`src/rtl/uart_rx_core.sv`:
```
// UART receive engine: 2-flop synchronizer, free-running sample-tick divider,
// majority-vote bit recovery and a single-entry holding register with pop handshake.
module uart_rx_core #(
  parameter int WIDTH       = 8,
  parameter int SAMPLE_RATE = 16,
  parameter int USE_PARITY  = 1
) (
  input  logic             clk,
  input  logic             rst,
  input  logic [1:0]       cfg_parity,
  input  logic [1:0]       cfg_stop_bits,
  input  logic [15:0]      cfg_clk_div,
  input  logic             uart_rx,
  input  logic             rx_req,
  output logic [WIDTH-1:0] rx_data,
  output logic             rx_ready,
  output logic             parity_err,
  output logic             frame_err,
  output logic             overrun
);
  localparam int SW = $clog2(SAMPLE_RATE);
  localparam int BW = (WIDTH > 1) ? $clog2(WIDTH) : 1;
  localparam logic [SW-1:0] S_LO   = SW'(SAMPLE_RATE/2 - 1);
  localparam logic [SW-1:0] S_MID  = SW'(SAMPLE_RATE/2);
  localparam logic [SW-1:0] S_HI   = SW'(SAMPLE_RATE/2 + 1);
  localparam logic [SW-1:0] S_LAST = SW'(SAMPLE_RATE - 1);
  localparam logic [BW-1:0] B_LAST = BW'(WIDTH - 1);

  typedef enum logic [2:0] {IDLE, START, DATA, PARITY, STOP} state_t;

  logic             rx_s1_q, rx_s1_d, rx_s2_q, rx_s2_d;
  logic [15:0]      div_cnt_q, div_cnt_d, div_max_q, div_max_d;
  logic             tick, vote, par_en, last_stop, ferr_now;
  state_t           state_q;
  logic [SW-1:0]    s_q;
  logic [BW-1:0]    bit_q;
  logic [WIDTH-1:0] shift_q;
  logic             smp_a_q, smp_b_q, armed_q, perr_q, ferr_q, commit_q;
  logic [WIDTH-1:0] rx_data_q, rx_data_d;
  logic             rx_ready_q, rx_ready_d, parity_err_q, parity_err_d;
  logic             frame_err_q, frame_err_d, overrun_q, overrun_d;

  always_comb begin
    rx_s1_d   = uart_rx;
    rx_s2_d   = rx_s1_q;
    tick      = (div_cnt_q == div_max_q);
    div_cnt_d = tick ? 16'd0 : div_cnt_q + 16'd1;
    div_max_d = div_max_q;
    // New divisor is only picked up at a wrap so a tick period is never torn.
    if (tick) div_max_d = (cfg_clk_div == 16'd0) ? 16'd0 : cfg_clk_div - 16'd1;
    vote      = (smp_a_q & smp_b_q) | (smp_a_q & rx_s2_q) | (smp_b_q & rx_s2_q);
    par_en    = (USE_PARITY != 0) && (cfg_parity == 2'd1 || cfg_parity == 2'd2);
    last_stop = (cfg_stop_bits == 2'd0) || (bit_q != '0);
    ferr_now  = ferr_q | ~vote;
  end

  always_ff @(posedge clk or posedge rst) begin
    if (rst) begin
      rx_s1_q   <= 1'b1;
      rx_s2_q   <= 1'b1;
      div_cnt_q <= '0;
      div_max_q <= '0;
    end else begin
      rx_s1_q   <= rx_s1_d;
      rx_s2_q   <= rx_s2_d;
      div_cnt_q <= div_cnt_d;
      div_max_q <= div_max_d;
    end
  end

  always_ff @(posedge clk or posedge rst) begin
    if (rst) begin
      state_q  <= IDLE;
      s_q      <= '0;
      bit_q    <= '0;
      shift_q  <= '0;
      smp_a_q  <= 1'b0;
      smp_b_q  <= 1'b0;
      armed_q  <= 1'b0;
      perr_q   <= 1'b0;
      ferr_q   <= 1'b0;
      commit_q <= 1'b0;
    end else begin
      commit_q <= 1'b0;
      if (state_q == IDLE) begin
        // Armed only after a high sample, so a held-low break never restarts.
        if (rx_s2_q) armed_q <= 1'b1;
        else if (armed_q) begin
          state_q <= START;
          armed_q <= 1'b0;
          s_q     <= '0;
          bit_q   <= '0;
          perr_q  <= 1'b0;
          ferr_q  <= 1'b0;
        end
      end else if (tick) begin
        s_q <= (s_q == S_LAST) ? '0 : s_q + 1'b1;
        if (s_q == S_LO)  smp_a_q <= rx_s2_q;
        if (s_q == S_MID) smp_b_q <= rx_s2_q;
        if (s_q == S_LAST) begin
          case (state_q)
            START: begin state_q <= DATA; bit_q <= '0; end
            DATA: begin
              bit_q <= (bit_q == B_LAST) ? '0 : bit_q + 1'b1;
              if (bit_q == B_LAST) state_q <= par_en ? PARITY : STOP;
            end
            PARITY:  begin state_q <= STOP; bit_q <= '0; end
            STOP:    bit_q <= 1'b1;
            default: state_q <= IDLE;
          endcase
        end
        // Vote block follows the bit-end block so its IDLE exits take priority.
        if (s_q == S_HI) begin
          case (state_q)
            START:  if (vote) state_q <= IDLE;
            DATA:   shift_q <= {vote, shift_q[WIDTH-1:1]};
            PARITY: perr_q <= ((^shift_q) ^ vote) != (cfg_parity == 2'd1);
            STOP: begin
              ferr_q <= ferr_now;
              if (last_stop) begin
                state_q  <= IDLE;
                commit_q <= 1'b1;
              end
            end
            default: state_q <= IDLE;
          endcase
        end
      end
    end
  end

  always_comb begin
    rx_data_d    = rx_data_q;
    rx_ready_d   = rx_ready_q;
    parity_err_d = parity_err_q;
    frame_err_d  = frame_err_q;
    overrun_d    = 1'b0;
    if (commit_q) begin
      if (!rx_ready_q || rx_req) begin
        rx_data_d    = shift_q;
        parity_err_d = perr_q;
        frame_err_d  = ferr_q;
        rx_ready_d   = 1'b1;
      end else begin
        overrun_d = 1'b1;
      end
    end else if (rx_req && rx_ready_q) begin
      rx_ready_d = 1'b0;
    end
  end

  always_ff @(posedge clk or posedge rst) begin
    if (rst) begin
      rx_data_q    <= '0;
      rx_ready_q   <= 1'b0;
      parity_err_q <= 1'b0;
      frame_err_q  <= 1'b0;
      overrun_q    <= 1'b0;
    end else begin
      rx_data_q    <= rx_data_d;
      rx_ready_q   <= rx_ready_d;
      parity_err_q <= parity_err_d;
      frame_err_q  <= frame_err_d;
      overrun_q    <= overrun_d;
    end
  end

  assign rx_data    = rx_data_q;
  assign rx_ready   = rx_ready_q;
  assign parity_err = parity_err_q;
  assign frame_err  = frame_err_q;
  assign overrun    = overrun_q;
endmodule

```
`config.mk`:
```
export PLATFORM = sky130hd
export DESIGN_NAME = uart_rx_core
export DESIGN_NICKNAME = d
export VERILOG_FILES = /design/src/rtl/uart_rx_core.sv
export SDC_FILE = /design/constraint.sdc
export NUM_CORES = 1
export LEC_CHECK = 0
export CORE_UTILIZATION = 50
export DETAILED_ROUTE_END_ITERATION = 16
export GPL_TIMING_DRIVEN = 0
export PLACE_DENSITY = 0.81
export SYNTH_ARGS = -nofsm -noshare
export SYNTH_HDL_FRONTEND = slang
export SYNTH_SLANG_ARGS = --single-unit
```
`constraint.sdc`:
```
create_clock -name clk -period 5.45 [get_ports clk]
set_input_delay 1.3625 -clock clk [delete_from_list [all_inputs] [get_ports clk]]
set_output_delay 1.3625 -clock clk [all_outputs]
set_load 0.1 [all_outputs]
```
* Word level (Yosys, flattened, before mapping)
Index checks and enable logic that the tools add are counted.
Widths: inputs -> output; s select.
** Word-level totals
- Flip-flop bits (word level) :: 70
- Logic and storage cells :: 123
** Operators by class
- Equal/unequal tests :: 16
- Mux-type cells :: 47
- $add $sub $neg :: 4
- Reductions and logical operators :: 28
- Bitwise logic cells :: 9
** Operators with widths (count)
- $mux 3 :: 16
- $mux 16 :: 2
- $mux 1 :: 21
- $mux 4 :: 5
- $pmux 3 s3 :: 2
- $add 16x1->16 const B :: 1
- $eq 16x16->1 :: 1
- $logic_not 16->1 :: 1
- $sub 16x1->16 const B :: 1
- $reduce_and 5->1 :: 3
- $eq 4x4->1 const B :: 3
- $pmux 3 s4 :: 1
- $reduce_bool 2->1 :: 6
- $reduce_and 3->1 :: 3
- $reduce_xor 8->1 :: 1
- $eq 3x2->1 const B :: 2
- $eq 3x3->1 const B :: 2
- $add 4x1->4 const B :: 1
- $eq 4x3->1 const B :: 1
- $ne 2x2->1 const B :: 2
- $reduce_and 2->1 :: 2
- $reduce_and 4->1 :: 1
- $reduce_bool 4->1 :: 1
- $reduce_or 2->1 :: 2
- other kinds (16) :: 23

* Depth between registers and ports, before layout
- Word-level depth :: 11
- Gate-level depth with buffers :: 8
- Depth with buffers taken out :: 7

* Worst setup path before layout
OpenSTA, ideal clock, no wires.
- Path kind :: input -> register
- From :: input port cfg_clk_div[10]
- To :: register div_max_q[2]
- Required time :: 5.317 ns
- Arrival time :: 2.541 ns
- Stages :: 5
- Setup slack :: 2.776 ns
- Path buffers :: 1
- Path through :: nor4_1 nand4_1 o21ai_0 clkbuf_1 o21ai_0
** Between the ends
- Longest elaborated chain between the ends :: 2
** Ends and longest elaborated chain
- from (decl) :: RTL line 12 : input logic [15:0] cfg_clk_div,
- $logic_not 16->1 :: RTL line 50 : if (tick) div_max_d = (cfg_clk_div == 16'd0) ? 16'd0 : cfg_clk_div - 16'd1;
- $mux 16 :: RTL line 50
- to (signal assigned) :: RTL line 67 : div_max_q <= div_max_d;
- to (decl) :: RTL line 32 : logic [15:0] div_cnt_q, div_cnt_d, div_max_q, div_max_d;
No other way between the ends.
A chain may end at the register's enable or synchronous reset.

* Final worst setup path
- From :: register frame_err_q (netlist: frame_err)
- To :: output port frame_err
** RTL lines
- from (decl) :: RTL line 41 : logic frame_err_q, frame_err_d, overrun_q, overrun_d;
- from (signal assigned) :: RTL line 163 : frame_err_q <= frame_err_d;
- to (decl) :: RTL line 18 : output logic frame_err,
No word-level cell between the ends.

==> run summary <==
• count of final setup violators: 0
• Max Fanout on Critical Path: 2
• type of the worst min-delay path: register to register
• worst voltage drop across the vdd grid: 0.151 mV
• Setup Fix Bufs, Post-CTS: 0
• Post-layout nets: 439
• worst hold slack: 357 ps
• number of antenna repair diodes: 0
• dominant register cell in the synthesized netlist: dfrtp_1
• post-synthesis net count: 393
• met2 Use GR: 31.4%
• die width: 87.3 um
• gate count after technology mapping: 360
• chip height: 87.3 um
• gate family responsible for the most delay along the worst path: buffers and inverters
• DRT Wirelength: 6830 um
• post-CTS resize count: 0
• share of post-route cells with drive strength above 1: 11.4%
• net switching power: 293 uW
• Floorplan Core Area: 6910 um^2
• residual DRC count: 0
• syn_area_per_cell: 10.1 um^2
• via count of the first global-routing pass: 2592
• CTS Root Buffer Type: clkbuf_8
• worst hold path startpoint: rx_s1_q$_DFF_PP1_
• Post-DRT Antenna Nets: 0
• Arr. time, crit path: 1850 ps
• most common library cell in the layout ignoring fill and taps: dfrtp_1
• sequential share of power: 46.2%
• setup tns final: 0 ps
• buffers and inverters on the worst path: 1
• initial antenna violation count: 0
• Fin Clk Skew: 13.5 ps
• Worst Hold Path Cells: 0
• Cell Pwr Density: 272 nW/um^2
• startpoint type of the worst setup path: register
• Worst slew margin: 32.5%
• Yosys warnings: 0
• initial standard-cell utilization of the core: 52.7%
• Final HPWL DP: 5030 um
• max-slew violations: 0
• critical path required time: 4090 ps
• Int Pwr: 892 uW
• global-route wire length before repair: 11400 um
• clk_lat worst skew: 350 ps
• total congestion overflow after global routing: 0
• DRT Pass-1 Iters: 5
• placement row count: 30
• switching share of power: 24.7%
• peak per-stage delay on the critical path: 1140 ps
• Area Overhead vs Synth: 19.7%
• CTS max path bufs: 2
• proportion of power drawn by combinational gates: 11.2%
• cts bufs inserted: 9
• leakage power total: 1.91 nW
• TritonCTS clock tree: built
• timing startpoint of the critical path: frame_err$_DFFE_PP0P_
• number of clock sinks: 70
• via count: 2739
• die area: 7620 um^2
• pin count of the biggest net entering global routing: 71
• weighted congestion reported at the end of routability-driven placement: 0.834
• run status: complete, no violations
• relative contribution of the clock network to total power: 42.6%
• measured slew at the worst slew-check pin: 1000 ps
• RSZ-0062 raised after global routing: false
• number of endpoints with negative hold slack in the final report: 0
• number of storage elements in the synthesis netlist: 70
• commonest cells after routing, fill and taps aside: dfrtp_1 (68), nand2_1 (43), clkdlybuf4s50_1 (35), xor2_1 (30), nor2_1 (30)
• number of design-rule violations left by the first detailed-router iteration: 112
• minimum clock period after layout: 3220 ps
• Clock transition at path regs: 80 ps
• met3 global-route usage: 3.70%
• cells traversed along the worst timing path: clkdlybuf4s50_1
• # port buffers: 35
• slowest cell on the critical path: clkdlybuf4s50_1
• count of pins on the block boundary: 36
• async set-or-reset flop fraction in the synthesized netlist: 100%
• FF-to-FF path depth: 5
• hold buffers post-CTS: 0
• number of synthesized flops with an enable pin: 0
• sequential element share of the synthesized area: 48.2%
• max-capacitance violation count: 0
• path type of the worst setup path: register to output port
• average vias per placed instance: 5.40
• share of the clock period used by the worst path: 59.0%
• type of element capturing the critical path: output port
• highest clock frequency the design can meet: 0.311 GHz
• # H-tree levels: 3
• GR met1 Demand/Resource: 25.3%
• number of stages on the worst setup path: 1
• R2R Path Start: state_q[1]$_DFFE_PP0P_
• Most Crowded Layer GR: met2
• cell area after technology mapping: 3640 um^2
• average wire per standard cell: 13.5 um
• count of distinct cell types in the synthesized netlist: 43
• overall fraction of global-route tracks in use: 19.4%
==> cell families (layout without fill, tap and decap cells) <==
| kind of cell | after synthesis | after routing | share of synthesized area (%) |
|---|---|---|---|
| simple gates | 139 | 139 | 18.5 |
| flops | 70 | 70 | 48.2 |
| xor+xnor | 50 | 50 | 12.0 |
| compound gates | 49 | 49 | 7.77 |
| mux | 23 | 23 | 7.91 |
| buf+inv | 20 | 71 | 2.51 |
| fa+ha+maj | 9 | 9 | 3.09 |
==> cells in the mapped netlist, types with 2 or more instances <==
master	number	area share (%)
a21oi_1	9	1.2
a31oi_1	2	0.34
and2_1	2	0.34
and3_1	6	1.0
buf_6	2	0.62
clkbuf_1	5	0.52
dfrtp_1	68	47
dfstp_2	2	1.4
ha_1	9	3.1
inv_1	11	1.1
mux2_2	14	4.3
mux2_4	8	3.3
nand2_1	43	4.4
nand2b_1	4	0.69
nand3_1	13	1.8
nand4_1	4	0.69
nor2_1	30	3.1
nor2b_1	2	0.34
nor3_1	16	2.2
nor3b_1	2	0.41
nor4_1	8	1.4
o21ai_0	27	3.7
o31ai_1	2	0.41
or3_1	3	0.52
or4_1	2	0.41
xnor2_1	20	4.8
xor2_1	30	7.2
==> sequential cells by signal, summed over array words and instances (netlist names), 3 cells and up <==
register and cells:
rx_data 8, div_cnt_q 16, state_q 3, bit_q 3, div_max_q 16, shift_q 8
s_q 4
==> layout make-up <==
class	instances	area [um^2]
plain buffers	9	50.0
multi-input cells	270	1790
fillers	555	2550
clock inverters	7	121
well taps	96	120
flip-flops and latches	70	1750
repair buffers	35	350
clock buffers	9	124
inverters	11	43.8
==> metrics by stage <==
step | area [um^2] | util, % | cells | power (mW) | worst slack, ps
detailed placement | 4110 | 59.5 | 491 | 0.688 | 2000
global placement | 4110 | 59.5 | 491 | 0.679 | 1240
finish | 4360 | 63.1 | 507 | 1.18 | 2230
CTS | 4360 | 63.1 | 507 | 1.19 | 2230
floorplan | 3640 | - | 360 | 0.638 | 2320
global route | 4360 | 63.1 | 507 | 1.23 | 2200
==> layer usage <==
layer	share of wire, %	wire length (um)
met1	47	3230
met2	47	3230
met3	3.6	247
met4	1.8	125
met5	0	0
==> final timing paths <==
path | slack [ps] | to
worst max-delay path | 2230 | frame_err
worst min-delay path | 360 | rx_s2_q$_DFF_PP1_
worst max register to register | 2940 | bit_q[0]$_DFFE_PP0P_
worst min register to register | 360 | rx_s2_q$_DFF_PP1_
max in group asynchronous | 3380 | s_q[2]$_DFFE_PP0P_
min in group asynchronous | 1550 | div_cnt_q[5]$_DFF_PP0_
==> power by group through the flow <==
stage	sequential, mW	combinational, mW	clock [mW]
finish	0.547	0.133	0.505
global route	0.549	0.146	0.533
CTS	0.547	0.132	0.512
detailed placement	0.557	0.131	0
global placement	0.555	0.124	0
floorplan	0.553	0.0850	0
Note: power is estimated with default switching activity, not from simulation.
